--- config.mk ---
export PLATFORM = sky130hd
export DESIGN_NAME = modinv_check
export DESIGN_NICKNAME = d
export VERILOG_FILES = /design/src/rtl/modinv_check.sv
export SDC_FILE = /design/constraint.sdc
export NUM_CORES = 1
export LEC_CHECK = 0
export ABC_AREA = 1
export BUFFER_PORTS_ARGS = -buffer_cell sky130_fd_sc_hd__buf_2
export CORE_AREA = 5 5 137 106
export CTS_BUF_LIST = sky130_fd_sc_hd__clkbuf_2 sky130_fd_sc_hd__clkbuf_4 sky130_fd_sc_hd__clkbuf_8
export DETAILED_ROUTE_END_ITERATION = 8
export DIE_AREA = 0 0 142 111
export HOLD_SLACK_MARGIN = 0.02
export PLACE_DENSITY = 0.67
export SYNTH_ARGS = -nofsm -noshare
export SYNTH_HDL_FRONTEND = slang
export SYNTH_SLANG_ARGS = --single-unit
--- constraint.sdc ---
create_clock -name clk -period 10.4 [get_ports clk]
set_clock_uncertainty 0.2 [all_clocks]
set_input_delay 0 -clock clk [delete_from_list [all_inputs] [get_ports clk]]
set_output_delay 0 -clock clk [all_outputs]
set_load 0.03 [all_outputs]
--- src/rtl/modinv_check.sv ---
// modinv_check: consumer-side checker for extended-GCD results.
// Computes (a*inv) mod b bit-serially and flags whether it equals gcd mod b.
// Optional feature macro: MODINV_CHECK_FAILCNT_EN adds the saturating fail_cnt output.
module modinv_check #(
  parameter int unsigned W = 8
) (
  input  logic         clk,
  input  logic         rst_n,
  input  logic         valid_in,
  input  logic [W-1:0] data_a,
  input  logic [W-1:0] data_b,
  input  logic [W-1:0] gcd_in,
  input  logic [W-1:0] inv_in,
  output logic         busy,
  output logic [W-1:0] prod_mod,
  output logic         pass,
  output logic         err,
  output logic         valid_out
`ifdef MODINV_CHECK_FAILCNT_EN
  ,
  output logic [7:0]   fail_cnt
`endif
);

  localparam int unsigned AW = W + 1;
  localparam int unsigned CW = (W > 1) ? $clog2(W) : 1;
  localparam logic [CW-1:0] LAST_BIT = CW'(W - 1);

  typedef enum logic [2:0] {
    S_IDLE,
    S_RED,
    S_SIGN,
    S_MUL,
    S_DONE
  } state_t;

  state_t          state_q, state_d;
  logic [CW-1:0]   cnt_q, cnt_d;
  logic [W-1:0]    a_sh_q, a_sh_d;
  logic [W-1:0]    i_sh_q, i_sh_d;
  logic [W-1:0]    b_q, b_d;
  logic [W-1:0]    gcd_q, gcd_d;
  logic            neg_q, neg_d;
  logic            bad_q, bad_d;
  logic [AW-1:0]   acc_a_q, acc_a_d;
  logic [AW-1:0]   acc_i_q, acc_i_d;
  logic [AW-1:0]   p_q, p_d;
  logic            busy_d;
  logic [W-1:0]    prod_d;
  logic            pass_d;
  logic            err_d;
  logic            vout_d;
  logic            cap_bad_c;
  logic [W-1:0]    inv_mag_c;
  logic [AW-1:0]   gcd_red_c;

  // One MSB-first reduction step: r = 2r + bit, then conditional subtract of b.
  function automatic logic [AW-1:0] red_step(input logic [AW-1:0] r,
                                             input logic          bit_in,
                                             input logic [W-1:0]  b);
    logic [AW-1:0] t;
    t = (r << 1) | AW'(bit_in);
    if (t >= AW'(b)) t = t - AW'(b);
    return t;
  endfunction

  // One interleaved modular-multiply step: double, reduce, optionally add and reduce.
  function automatic logic [AW-1:0] mul_step(input logic [AW-1:0] p,
                                             input logic          bit_in,
                                             input logic [AW-1:0] addend,
                                             input logic [W-1:0]  b);
    logic [AW-1:0] t;
    t = p << 1;
    if (t >= AW'(b)) t = t - AW'(b);
    if (bit_in) begin
      t = t + addend;
      if (t >= AW'(b)) t = t - AW'(b);
    end
    return t;
  endfunction

  // Input qualification and magnitude of the signed coefficient.
  always_comb begin
    cap_bad_c = (data_b == '0) || (gcd_in > data_b);
    inv_mag_c = inv_in[W-1] ? W'(~inv_in + W'(1)) : inv_in;
    gcd_red_c = (gcd_q == b_q) ? '0 : AW'(gcd_q);
  end

  // Next-state and next-output logic.
  always_comb begin
    state_d = state_q;
    cnt_d   = cnt_q;
    a_sh_d  = a_sh_q;
    i_sh_d  = i_sh_q;
    b_d     = b_q;
    gcd_d   = gcd_q;
    neg_d   = neg_q;
    bad_d   = bad_q;
    acc_a_d = acc_a_q;
    acc_i_d = acc_i_q;
    p_d     = p_q;
    busy_d  = busy;
    prod_d  = prod_mod;
    pass_d  = pass;
    err_d   = err;
    vout_d  = 1'b0;

    case (state_q)
      S_IDLE: begin
        if (valid_in) begin
          a_sh_d  = data_a;
          i_sh_d  = inv_mag_c;
          b_d     = data_b;
          gcd_d   = gcd_in;
          neg_d   = inv_in[W-1];
          bad_d   = cap_bad_c;
          acc_a_d = '0;
          acc_i_d = '0;
          p_d     = '0;
          cnt_d   = '0;
          busy_d  = 1'b1;
          state_d = cap_bad_c ? S_DONE : S_RED;
        end
      end

      S_RED: begin
        acc_a_d = red_step(acc_a_q, a_sh_q[W-1], b_q);
        acc_i_d = red_step(acc_i_q, i_sh_q[W-1], b_q);
        a_sh_d  = a_sh_q << 1;
        i_sh_d  = i_sh_q << 1;
        if (cnt_q == LAST_BIT) begin
          cnt_d   = '0;
          state_d = S_SIGN;
        end else begin
          cnt_d = cnt_q + CW'(1);
        end
      end

      S_SIGN: begin
        if (neg_q && (acc_i_q != '0)) acc_i_d = AW'(b_q) - acc_i_q;
        state_d = S_MUL;
      end

      S_MUL: begin
        p_d     = mul_step(p_q, acc_a_q[W-1], acc_i_q, b_q);
        acc_a_d = acc_a_q << 1;
        if (cnt_q == LAST_BIT) begin
          cnt_d   = '0;
          state_d = S_DONE;
        end else begin
          cnt_d = cnt_q + CW'(1);
        end
      end

      S_DONE: begin
        vout_d  = 1'b1;
        busy_d  = 1'b0;
        state_d = S_IDLE;
        if (bad_q) begin
          prod_d = '0;
          pass_d = 1'b0;
          err_d  = 1'b1;
        end else begin
          prod_d = p_q[W-1:0];
          pass_d = (p_q == gcd_red_c);
          err_d  = 1'b0;
        end
      end

      default: begin
        state_d = S_IDLE;
        busy_d  = 1'b0;
      end
    endcase
  end

  // State register.
  always_ff @(posedge clk or negedge rst_n) begin
    if (!rst_n) state_q <= S_IDLE;
    else        state_q <= state_d;
  end

  // Datapath and output registers.
  always_ff @(posedge clk or negedge rst_n) begin
    if (!rst_n) begin
      cnt_q     <= '0;
      a_sh_q    <= '0;
      i_sh_q    <= '0;
      b_q       <= '0;
      gcd_q     <= '0;
      neg_q     <= 1'b0;
      bad_q     <= 1'b0;
      acc_a_q   <= '0;
      acc_i_q   <= '0;
      p_q       <= '0;
      busy      <= 1'b0;
      prod_mod  <= '0;
      pass      <= 1'b0;
      err       <= 1'b0;
      valid_out <= 1'b0;
    end else begin
      cnt_q     <= cnt_d;
      a_sh_q    <= a_sh_d;
      i_sh_q    <= i_sh_d;
      b_q       <= b_d;
      gcd_q     <= gcd_d;
      neg_q     <= neg_d;
      bad_q     <= bad_d;
      acc_a_q   <= acc_a_d;
      acc_i_q   <= acc_i_d;
      p_q       <= p_d;
      busy      <= busy_d;
      prod_mod  <= prod_d;
      pass      <= pass_d;
      err       <= err_d;
      valid_out <= vout_d;
    end
  end

`ifdef MODINV_CHECK_FAILCNT_EN
  // Saturating count of results that failed or were flagged invalid.
  always_ff @(posedge clk or negedge rst_n) begin
    if (!rst_n) begin
      fail_cnt <= '0;
    end else if ((state_q == S_DONE) && (err_d || !pass_d) && (fail_cnt != 8'hFF)) begin
      fail_cnt <= fail_cnt + 8'd1;
    end
  end
`endif

endmodule
=== Word level (Yosys, flattened, before mapping) ===
Index checks and enable logic that the tools add are counted.

* Bits in registers: 78
* Bits of input ports: 35
* Word-level logic and storage cells: 95

* Bitwise operators: 4
* Reductions and logical operators: 20
* Eq/ne operators: 11
* Add/subtract/negate cells: 8
* Magnitude comparators: 5
* Multiplexer cells: 31

{| class="wikitable"
|+ Operator list
! kind !! number
|-
| $mux 9 || 7
|-
| $mux 8 || 6
|-
| $ge 9x8->1 || 4
|-
| $pmux 8 s2 || 2
|-
| $pmux 9 s3 || 1
|-
| $sub 9x8->9 || 3
|-
| $pmux 8 s3 || 1
|-
| $mux 3 || 6
|-
| $or 9x1->9 || 2
|-
| $pmux 9 s2 || 1
|-
| $pmux 3 s4 || 1
|-
| $reduce_and 2->1 || 6
|-
| $add 9x9->9 || 1
|-
| $eq 9x8->1 || 1
|-
| $reduce_bool 9->1 || 1
|-
| $sub 8x9->9 || 1
|-
| $add 8x1->8 const B || 1
|-
| $eq 8x8->1 || 1
|-
| $gt 8x8->1 || 1
|-
| $logic_not 8->1 || 1
|-
| $ne 2x2->1 const B || 4
|-
| $not 8->8 || 1
|-
| $sub 8x8->8 || 1
|-
| $eq 3x2->1 const B || 2
|-
| 15 further kinds || 23
|}

=== Longest topological paths before layout ===
Gate-level depths: netlist of the first run.

* Depth in word-level cells: 8
* Gate-level depth with buffers: 31
* Mapped depth without buffers: 30

=== Worst setup path before layout of the first run ===
Ideal clock, no wire load.

* Path kind: reg-to-reg
* Start point: register b_q[1]
* End point: register p_q[7]
* Stages on the path, launching flop included: 32
* Data required time: 10.084 ns
* Setup time: 0.116 ns
* Slack: 5.708 ns
* Path buffers: 1
* Arrival time: 4.376 ns
* Cells stage by stage: dfrtp_1 -> inv_1 -> ha_1 -> ha_1 -> inv_1 -> nor2_1 -> nand2_1 -> nand2_1 -> nor2_1 -> nand2_4 -> buf_4 -> inv_1 -> nor2_1 -> ha_1 -> fa_1 -> nand3_1 -> nand2_1 -> a21oi_1 -> o21ai_0 -> xor2_1 -> inv_1 -> ha_1 -> inv_1 -> nor4_1 -> nand2_1 -> nand3_1 -> a21oi_4 -> nand3_2 -> nand2_1 -> nand3_1 -> nand2_1 -> nand2_1

* Longest elaborated chain between the ends: 8
* Elaborated cells between the ends (all ways): 10
* Classes of those cells: 3 x add/sub; 2 x order compare; 5 x mux

{| class="wikitable"
|+ RTL lines
! item !! line !! RTL
|-
| from (decl) || 41 || <nowiki>logic [W-1:0] b_q, b_d;</nowiki>
|-
| from (signal assigned) || 189 || <nowiki>b_q <= '0;</nowiki>
|-
| from (signal assigned) || 205 || <nowiki>b_q <= b_d;</nowiki>
|-
| $sub 9x8->9 / $ge 9x8->1 (equally long branches) || 74 || <nowiki>if (t >= AW'(b)) t = t - AW'(b);</nowiki>
|-
| $mux 9 || 74 ||
|-
| $mux 9 || 108 || <nowiki>case (state_q)</nowiki>
|-
| $add 9x9->9 || 76 || <nowiki>t = t + addend;</nowiki>
|-
| $sub 9x8->9 / $ge 9x8->1 (equally long branches) || 77 || <nowiki>if (t >= AW'(b)) t = t - AW'(b);</nowiki>
|-
| $mux 9 || 77 ||
|-
| $mux 9 * || 75 || <nowiki>if (bit_in) begin</nowiki>
|-
| $pmux 9 s2 * || 108 ||
|-
| to (signal assigned) || 211 || <nowiki>p_q <= p_d;</nowiki>
|-
| to (decl) || 47 || <nowiki>logic [AW-1:0] p_q, p_d;</nowiki>
|}

Every way passes the cells marked *; elsewhere a longest branch is shown, timed or not. The select of a mux whose other input is x is not followed.
A chain may end at the register's enable or synchronous reset.

=== Worst setup path in the final report of the first run ===
Ends and elaborated chain as after synthesis.

==> results of run 1 <==
## stage by stage
stage                     hold slack (ns)  utilization (%)  area, µm²  instances  setup WS [ns]
after detailed placement          -0.2517            52.48       6760       1087          5.176
after global routing               0.1931            57.96       7467       1152          4.628
after floorplan                   -0.4956                -       6367        882          5.708
after global placement            -0.2502            52.48       6760       1087          5.315
after CTS                          0.1559            57.96       7467       1152          5.134
final                              0.1721            57.96       7467       1152          5.114
## path summary, 6_finish.rpt
path | start | endpoint | slack [ns] | cells past startpoint
worst max-delay path | b_q[1]$_DFFE_PN0P_ | p_q[7]$_DFFE_PN0P_ | 5.11 | 30
worst min register to register | pass$_DFFE_PN0P_ | pass$_DFFE_PN0P_ | 0.28 | 2
max in group asynchronous | rst_n | acc_a_q[2]$_DFFE_PN0P_ | 8.84 | 4
min in group asynchronous | rst_n | acc_i_q[7]$_DFFE_PN0P_ | 0.46 | 4
worst min-delay path | data_a[3] | a_sh_q[3]$_DFFE_PN0P_ | 0.17 | 4
worst max register to register | b_q[1]$_DFFE_PN0P_ | p_q[7]$_DFFE_PN0P_ | 5.11 | 30
## sequential cells by signal, indices dropped and copies added, names as in the netlist, 3 cells and up
name	count
a_sh_q	8
acc_a_q	8
acc_i_q	9
b_q	8
cnt_q	3
gcd_q	8
i_sh_q	8
p_q	9
prod_mod	8
state_q	3
## per-layer routing
layer / part of all wire [%] / vias to the layer above / track usage, %
met5: 0 / - / 0
met4: 1.9 / 0 / 6.458
met3: 6.6 / 29 / 4.355
met2: 44 / 187 / 36.31
met1: 47 / 2839 / 34.28
li1: - / 3095 / -
## cell type report
class / count / area [µm²]
clock buffer: 9 / 123.9
clock inverter: 6 / 72.57
fill: 1229 / 5415
inverter: 132 / 495.5
multi-input combinational: 657 / 3844
sequential: 78 / 1952
tap: 171 / 214.0
timing repair buffer: 99 / 765.7
## worst max-delay path, delay by kind of cell, from the launching register on
kind	cells	cell delay (ns)
AO/OA/AOI/OAI	3	0.55
AND/OR/NAND/NOR	16	1.54
adder cells (fa/ha/maj)	5	1.53
XOR/XNOR	1	0.14
buffers and inverters	5	0.61
flip-flops	1	0.61
## repair_timing
action	4_1_cts	5_1_grt
resized for setup	0	0
hold buffers	50	0
endpoints found under the hold margin	116	0
## logic make-up (layout without fill, tap and decap cells)
family / after synthesis / count (layout) / share of synthesized area [%]
xor gates and xnor gates: 44 / 44 / 6.052
AOI/OAI and AO/OA: 170 / 170 / 15.50
and+or+nand+nor: 377 / 377 / 25.13
DFF: 78 / 78 / 30.65
buffers and inverters: 147 / 246 / 8.980
adders and majority gates: 66 / 66 / 13.68
## cell usage in the layout, fill, tap and decap left out, types with 12 or more instances in the layout
cell type      Yosys  routed
nor2_1            46      46
o21ai_0           68      68
xnor2_1           17      17
nor3_1            12      12
nand3_1           52      52
buf_2              4      45
xor2_1            27      27
ha_1              60      60
nand2_1          238     238
a21oi_1           52      52
dfrtp_1           78      78
dlygate4sd3_1      0      49
inv_1            126     126
==> impl_metrics.tcl, run 1 <==
set metrics [dict create \
    status "finished clean" \
    path_max_fanout 17 \
    worstSetupPathType "reg2reg" \
    cp_slowest_cell "dfrtp_1" \
    syn2layout_area_growth_pct 17.27 \
    post-route-period-util_pct 50.82 \
    post-cts-setup-buffers 0 \
    clk_pin_slew_ns 0.09 \
    syn_area_mm2 0.006367 \
    synth_common_cells "nand2_1, inv_1, dfrtp_1, o21ai_0, ha_1" \
    antenna_found_initial 0 \
    rsz0062_at_grt "no" \
    synth.top_cell.area_share_pct 30.65 \
    clk_latency_ns 0.37 \
    floorplan.initialDensity_pct 49.43 \
    n_antenna_cell 0 \
    core_area_mm2 0.01288 \
    cap_violations 0 \
    grt_pass1_wl_um 30190 \
    hold_path.class "in2reg" \
    async_flop_share_pct 100.0 \
    synth_cell_types 45 \
    synth-seq-cells 78 \
    die_y_um 111 \
    grt_pass1_vias 5976 \
    yosysMostFrequentCell "nand2_1" \
    syn_area_per_cell_um2 7.219 \
    cts_buffers 9 \
    wirelength_um 18050 \
    wl_per_cell_um 15.67 \
    port_buffers 46 \
    crit_path_max_incr_delay_ns 0.61 \
    synth_edf_count 0 \
    critical_path_required_ns 10.47 \
    ys_top_cells_by_area "dfrtp_1, nand2_1, ha_1" \
    cts-root-buf "clkbuf_8" \
    cts.path.max_buffers 2 \
    ys_warn_count 0 \
    vias 6150 \
    floorplan.die_area_mm2 0.01576 \
    layout-drive-gt1-share_pct 8.869 \
    grt_overflow 0 \
    syn_nets 983 \
    synth_seq_area_share_pct 30.65 \
    boundaryPins 47 \
    syn_inst 882 \
    grt_max_degree 53 \
    hold_viol 0 \
    hpwl_um 13480 \
    yosysTopAreaCell "dfrtp_1" \
    max_freq_ghz 0.1892 \
    cpMostUsedCell "nand2_1" \
    final_max_slew_viol_count 0 \
    worstSetupStartpointType "flip-flop" \
    setup_tns_ns 0 \
    drtPass1Iterations 7 \
    route.detailed.drc 0 \
    setup_viol 0 \
    cts_num_sinks 78 \
    dieWidth_um 142 \
    nets 1078 \
    gp_congestion 0.8980 \
    cts_max_level 3 \
    min_period_ns 5.286 \
    relSlewSlack_pct 38.17 \
    cts_tree "done" \
    grt_usage_pct 23.71 \
    tightest_slew_ns 0.9240 \
    ant_nets 0 \
    endpoint_kind "flip-flop" \
    ys.flop_type "dfrtp_1" \
    detail_route.vias_per_cell 5.339 \
    rows 36 \
    drt-initial-drc-count 424 \
    crit_arrival_ns 5.35 \
]
Power of run 1 is not shown: default switching activity piles up to over one toggle a cycle in this logic, so the estimate is an artifact.
==> inputs of run 2 (changes only) <==
--- a/config.mk
+++ b/config.mk
@@ -12,7 +12,7 @@
 export DETAILED_ROUTE_END_ITERATION = 8
 export DIE_AREA = 0 0 142 111
 export HOLD_SLACK_MARGIN = 0.02
-export PLACE_DENSITY = 0.67
+export PLACE_DENSITY = 0.7
 export SYNTH_ARGS = -nofsm -noshare
 export SYNTH_HDL_FRONTEND = slang
 export SYNTH_SLANG_ARGS = --single-unit
==> constraint.sdc (replaced) <==
create_clock -name clk -period 4.5 [get_ports clk]
set_clock_uncertainty 0.2 [all_clocks]
set_input_delay 0 -clock clk [delete_from_list [all_inputs] [get_ports clk]]
set_output_delay 0 -clock clk [all_outputs]
set_load 0.03 [all_outputs]
==> run 2 against run 1 <==
Against the previous run:
- flip-flop and latch count unchanged
- worst setup slack got worse by 4.9 ns
- global-route usage increased by 0.69 points
- count of clock-buffer cells in the layout unchanged
- register-to-register slack got worse by 4.9 ns
- fmax increased by 22%
- first-iteration DRC count decreased by 4.2%
- worst hold slack improved by 0.0024 ns
- core utilization increased by 4.4 points
- cell count increased by 3.0%
- die area unchanged
- non-clock buffer count increased by 33
- critical path type unchanged
==> impl_metrics.tcl, run 2 (synthesis results as in run 1) <==
set metrics [dict create \
    setup_viol 0 \
    layout_common_cells "nand2_1, inv_1, dfrtp_1" \
    fin_util_pct 62.39 \
    cp_slowest_cell "fa_1" \
    post-route-period-util_pct 96.03 \
    status "finished clean" \
    cts_num_sinks 78 \
    cp_num_buf_inv 6 \
    cts-root-buf "clkbuf_8" \
    critical_path_required_ns 4.56 \
    vias 6295 \
    layout-drive-gt1-share_pct 18.13 \
    clk_latency_ns 0.37 \
    dieWidth_um 142 \
    placed_cell_area_mm2 0.007027 \
    core_area_mm2 0.01288 \
    cpMostUsedCell "nand2_1" \
    hpwl_um 14210 \
    met1_usage_pct 36.08 \
    die_y_um 111 \
    cp_num_cells 27 \
    hold_viol 0 \
    floorplan.initialDensity_pct 49.43 \
    tightest_slew_ns 1.186 \
    nets 1111 \
    clk_pin_slew_ns 0.10 \
    cts_max_level 3 \
    layout_commonest_cell "nand2_1" \
    cap_violations 0 \
    ant_nets 0 \
    worstSetupPathType "reg2reg" \
    crit_path_max_incr_delay_ns 0.40 \
    crit_arrival_ns 4.39 \
    use_met2_pct 37.88 \
    endpoint_kind "flip-flop" \
    drt-initial-drc-count 406 \
    grt_pass1_vias 6040 \
    grt_max_degree 50 \
    cts.path.max_buffers 2 \
    reg2reg_depth 27 \
    antenna_found_initial 0 \
    relSlewSlack_pct 20.75 \
    hold_path.class "in2reg" \
    post-route-cell-area_mm2 0.008038 \
    worstSetupStartpointType "flip-flop" \
    path_max_fanout 8 \
    detail_route.vias_per_cell 5.308 \
    n_antenna_cell 0 \
    wl_per_cell_um 16.01 \
    grt_overflow 0 \
    floorplan.die_area_mm2 0.01576 \
    syn2layout_area_growth_pct 26.23 \
    cts_buffers 9 \
    boundaryPins 47 \
    largest_registers "acc_i_q: 9 flops, p_q: 9 flops" \
    gp_congestion 0.9458 \
    cpLargestDelayFamily "simple AND/OR/NAND/NOR gates" \
    hold_ws_ns 0.1746 \
    max_freq_ghz 0.2314 \
    rows 36 \
    route.detailed.drc 0 \
    port_buffers 46 \
    final_max_slew_viol_count 0 \
    drtPass1Iterations 5 \
    wirelength_um 18990 \
    min_period_ns 4.321 \
    grt_pass1_wl_um 30910 \
    min_delay_path_depth 4 \
    busiest_layer "met2" \
    cts_tree "done" \
    grt_usage_pct 24.41 \
    met3_usage_pct 3.752 \
]
[run 2: changes by cell type in the layout (fill, tap and decap cells not counted), sizes merged]
cell	previous run	this run
buf	50	91
inv	130	133
clkinvlp	3	0
bufinv	1	2
dlygate4sd3	49	41
[run 2: routing by layer]
layer / vias to the layer above / part of all wire, %
met5: - / 0
met4: 0 / 1.4
met3: 20 / 6.4
met2: 187 / 45
met1: 2914 / 47
li1: 3174 / -
[run 2: repair_timing]
| action | CTS | global route |
|---|---|---|
| hold endpoints to repair | 115 | 0 |
| hold buffers | 42 | 0 |
| resized for setup | 0 | 62 |
| setup endpoints to repair | 0 | 9 |
| setup buffers | 0 | 7 |
[run 2: worst register-to-register path, delay by kind of cell (launching register included)]
kind            cells  cell delay (ns)
compound gates      2             0.30
xor+xnor            2             0.30
fa+ha+maj           3             0.98
buf+inv             6             0.70
flops               1             0.37
simple gates       14             1.34
[run 2: path summary, 6_finish.rpt]
| check | end | startpoint | slack [ns] |
|---|---|---|---|
| hold reg to reg | prod_mod[2]$_DFFE_PN0P_ | prod_mod[2]$_DFFE_PN0P_ | 0.28 |
| max in group asynchronous | b_q[1]$_DFFE_PN0P_ | rst_n | 2.96 |
| setup / recovery | p_q[4]$_DFFE_PN0P_ | b_q[1]$_DFFE_PN0P_ | 0.18 |
| min in group asynchronous | p_q[3]$_DFFE_PN0P_ | rst_n | 0.47 |
| hold / removal | gcd_q[6]$_DFFE_PN0P_ | gcd_in[6] | 0.17 |
| setup reg to reg | p_q[4]$_DFFE_PN0P_ | b_q[1]$_DFFE_PN0P_ | 0.18 |
[run 2: per-stage QoR]
step	setup TNS (ns)	setup slack (ns)	std cells
final	0	0.1785	1186
after global routing	-0.1263	-0.04071	1186
after CTS	0	0.02461	1179
after detailed placement	0	0.02532	1121
after global placement	0	0.1130	1121
after floorplan	0	0.02479	882
[run 2: area by class of cell]
cell class                 instances  area (µm²)
clock buffer                       9       123.9
timing repair buffer             132       997.2
fill                            1163        4845
inverter                         132       498.0
multi-input combinational        657        4149
tap                              171       214.0
clock inverter                     7       102.6
sequential                        78        1953
Power of run 2 is left out for the same reason.
==> inputs of run 3 (changes only) <==
--- a/config.mk
+++ b/config.mk
@@ -7,12 +7,12 @@
 export LEC_CHECK = 0
 export ABC_AREA = 1
 export BUFFER_PORTS_ARGS = -buffer_cell sky130_fd_sc_hd__buf_2
-export CORE_AREA = 5 5 137 106
+export CORE_AREA = 5 5 129 100
 export CTS_BUF_LIST = sky130_fd_sc_hd__clkbuf_2 sky130_fd_sc_hd__clkbuf_4 sky130_fd_sc_hd__clkbuf_8
 export DETAILED_ROUTE_END_ITERATION = 8
-export DIE_AREA = 0 0 142 111
+export DIE_AREA = 0 0 134 105
 export HOLD_SLACK_MARGIN = 0.02
-export PLACE_DENSITY = 0.7
+export PLACE_DENSITY = 0.78
 export SYNTH_ARGS = -nofsm -noshare
 export SYNTH_HDL_FRONTEND = slang
 export SYNTH_SLANG_ARGS = --single-unit
==> run 3 against run 2 <==
Against the previous run:
- critical path depth is 1 lower
- non-clock buffer count rose by 6
- routed wire length grew 3.3%
- design area is 0.19% lower
- core utilization is 7.7 points higher
- critical path type unchanged
- largest cell class unchanged
==> impl_metrics.tcl, run 3 (synthesis results as in run 1) <==
set metrics [dict create \
    place_ws_ns -0.07322 \
    grt_max_degree 79 \
    vias 6457 \
    layout-drive-gt1-share_pct 16.94 \
    port_buffers 46 \
    grt_overflow 0 \
    hpwl_um 13300 \
    path_max_fanout 8 \
    rows 34 \
    wirelength_um 19620 \
    clk_latency_ns 0.38 \
    nets 1117 \
    floorplan.initialDensity_pct 55.64 \
    floorplan.die_area_mm2 0.01407 \
    min_period_ns 4.342 \
    worstSetupPathType "reg2reg" \
    post-route-period-util_pct 96.49 \
    ant_nets 0 \
    status "finished clean" \
    critical_path_required_ns 4.56 \
    final_cells 1165 \
    setup_ws_ns 0.1580 \
    relSlewSlack_pct 33.81 \
    cts_max_level 3 \
    core_area_mm2 0.01144 \
    drtPass1Iterations 5 \
    clk_pin_slew_ns 0.08 \
    endpoint_kind "flip-flop" \
    die_y_um 105 \
    largest_registers "acc_i_q: 9 flops, p_q: 9 flops" \
    gp_congestion 0.9915 \
    antenna_found_initial 0 \
    wl_per_cell_um 16.84 \
    crit_arrival_ns 4.40 \
    cts-root-buf "clkbuf_8" \
    route.detailed.drc 0 \
    detail_route.vias_per_cell 5.542 \
    layout_common_cells "nand2_1, inv_1, dfrtp_1" \
    grt_pass1_vias 6113 \
    placedCellCount 1088 \
    dieWidth_um 134 \
    cts_buffers 9 \
    cap_violations 0 \
    reg2reg_depth 26 \
    cts_tree "done" \
    fill_cells 884 \
    drt-initial-drc-count 565 \
    worstSetupStartpointType "flip-flop" \
    grt_pass1_wl_um 30440 \
    boundaryPins 47 \
    tightest_slew_ns 0.9928 \
    syn2layout_area_growth_pct 26.00 \
    setup_viol 0 \
    max_freq_ghz 0.2303 \
    hold_viol 0 \
    hold_path.class "in2async" \
    n_antenna_cell 0 \
    cts.path.max_buffers 2 \
    cts_num_sinks 78 \
    grt_usage_pct 27.04 \
    layout_commonest_cell "nand2_1" \
    final_max_slew_viol_count 0 \
]
## run 3: cell types whose count changed in the layout (fill, tap and decap cells not counted), sizes merged
cell | previous run | this run
dlygate4sd3 | 41 | 49
clkinvlp | 0 | 3
inv | 133 | 130
buf | 91 | 89
clkbuf | 9 | 10
bufinv | 2 | 1
## run 3: per-layer routing
layer  up-vias  global-route usage (%)  wire (µm)
met3        33                   5.187       1379
met1      3010                   37.14       8644
met4         0                   8.150        415
li1       3172                       -          -
met2       242                   43.48       9185
met5         -                       0          0
## run 3: critical path, cell delays in order (launching register included)
cell     delay (ns)
dfrtp_2        0.42
inv_2          0.09
ha_4           0.21
ha_1           0.17
inv_1          0.05
nor2_1         0.04
nand2_1        0.06
nand2_1        0.05
nor2_2         0.14
nand2_4        0.10
inv_4          0.07
nor2_2         0.04
ha_2           0.20
fa_2           0.40
buf_4          0.15
xor2_2         0.18
ha_1           0.35
a21oi_1        0.15
o21ai_1        0.15
nand2_1        0.13
nand3_2        0.11
a21oi_4        0.30
nand3_4        0.17
nand2_2        0.10
nand3_1        0.06
nand2_1        0.09
nand2_1        0.05
## run 3: final timing paths
kind,endpoint,slack (ns),startpoint
max,p_q[3]$_DFFE_PN0P_,0.16,b_q[1]$_DFFE_PN0P_
min in group clk,a_sh_q[1]$_DFFE_PN0P_,0.19,data_a[1]
min,acc_i_q[6]$_DFFE_PN0P_,0.15,rst_n
min reg2reg,pass$_DFFE_PN0P_,0.28,pass$_DFFE_PN0P_
max reg2reg,p_q[3]$_DFFE_PN0P_,0.16,b_q[1]$_DFFE_PN0P_
max in group asynchronous,b_q[1]$_DFFE_PN0P_,3.26,rst_n
## run 3: area by class of cell
type                       count  area (µm²)  share of cell area, %
clock buffer                  10       131.4                  1.638
clock inverter                 6       70.07                 0.8734
inverter                     132       500.5                  6.238
multi-input combinational    657        4138                  51.58
sequential                    78        1953                  24.34
tap                          144       180.2                  2.246
timing repair buffer         138        1050                  13.08
## run 3: per-stage QoR
stage | area (µm²) | hold slack (ns) | util (%) | setup TNS, ns
after floorplan | 6379 | -0.4956 | - | 0
after global placement | 6948 | 0.01345 | 60.72 | -0.02347
after detailed placement | 6948 | 0.01403 | 60.72 | -0.5000
after CTS | 7652 | 0.1571 | 66.87 | 0
after global routing | 8023 | 0.2132 | 70.11 | -0.6969
final | 8023 | 0.1499 | 70.11 | 0
## run 3: what timing repair did
item / CTS / global route
hold buffers: 49 / 0
pin swaps: 1 / 17
resized for setup: 4 / 50
gates cloned: 0 / 0
setup endpoints to repair: 8 / 9
endpoints found under the hold margin: 116 / 0
buffers inserted: 0 / 12
Power of run 3 is left out for the same reason.
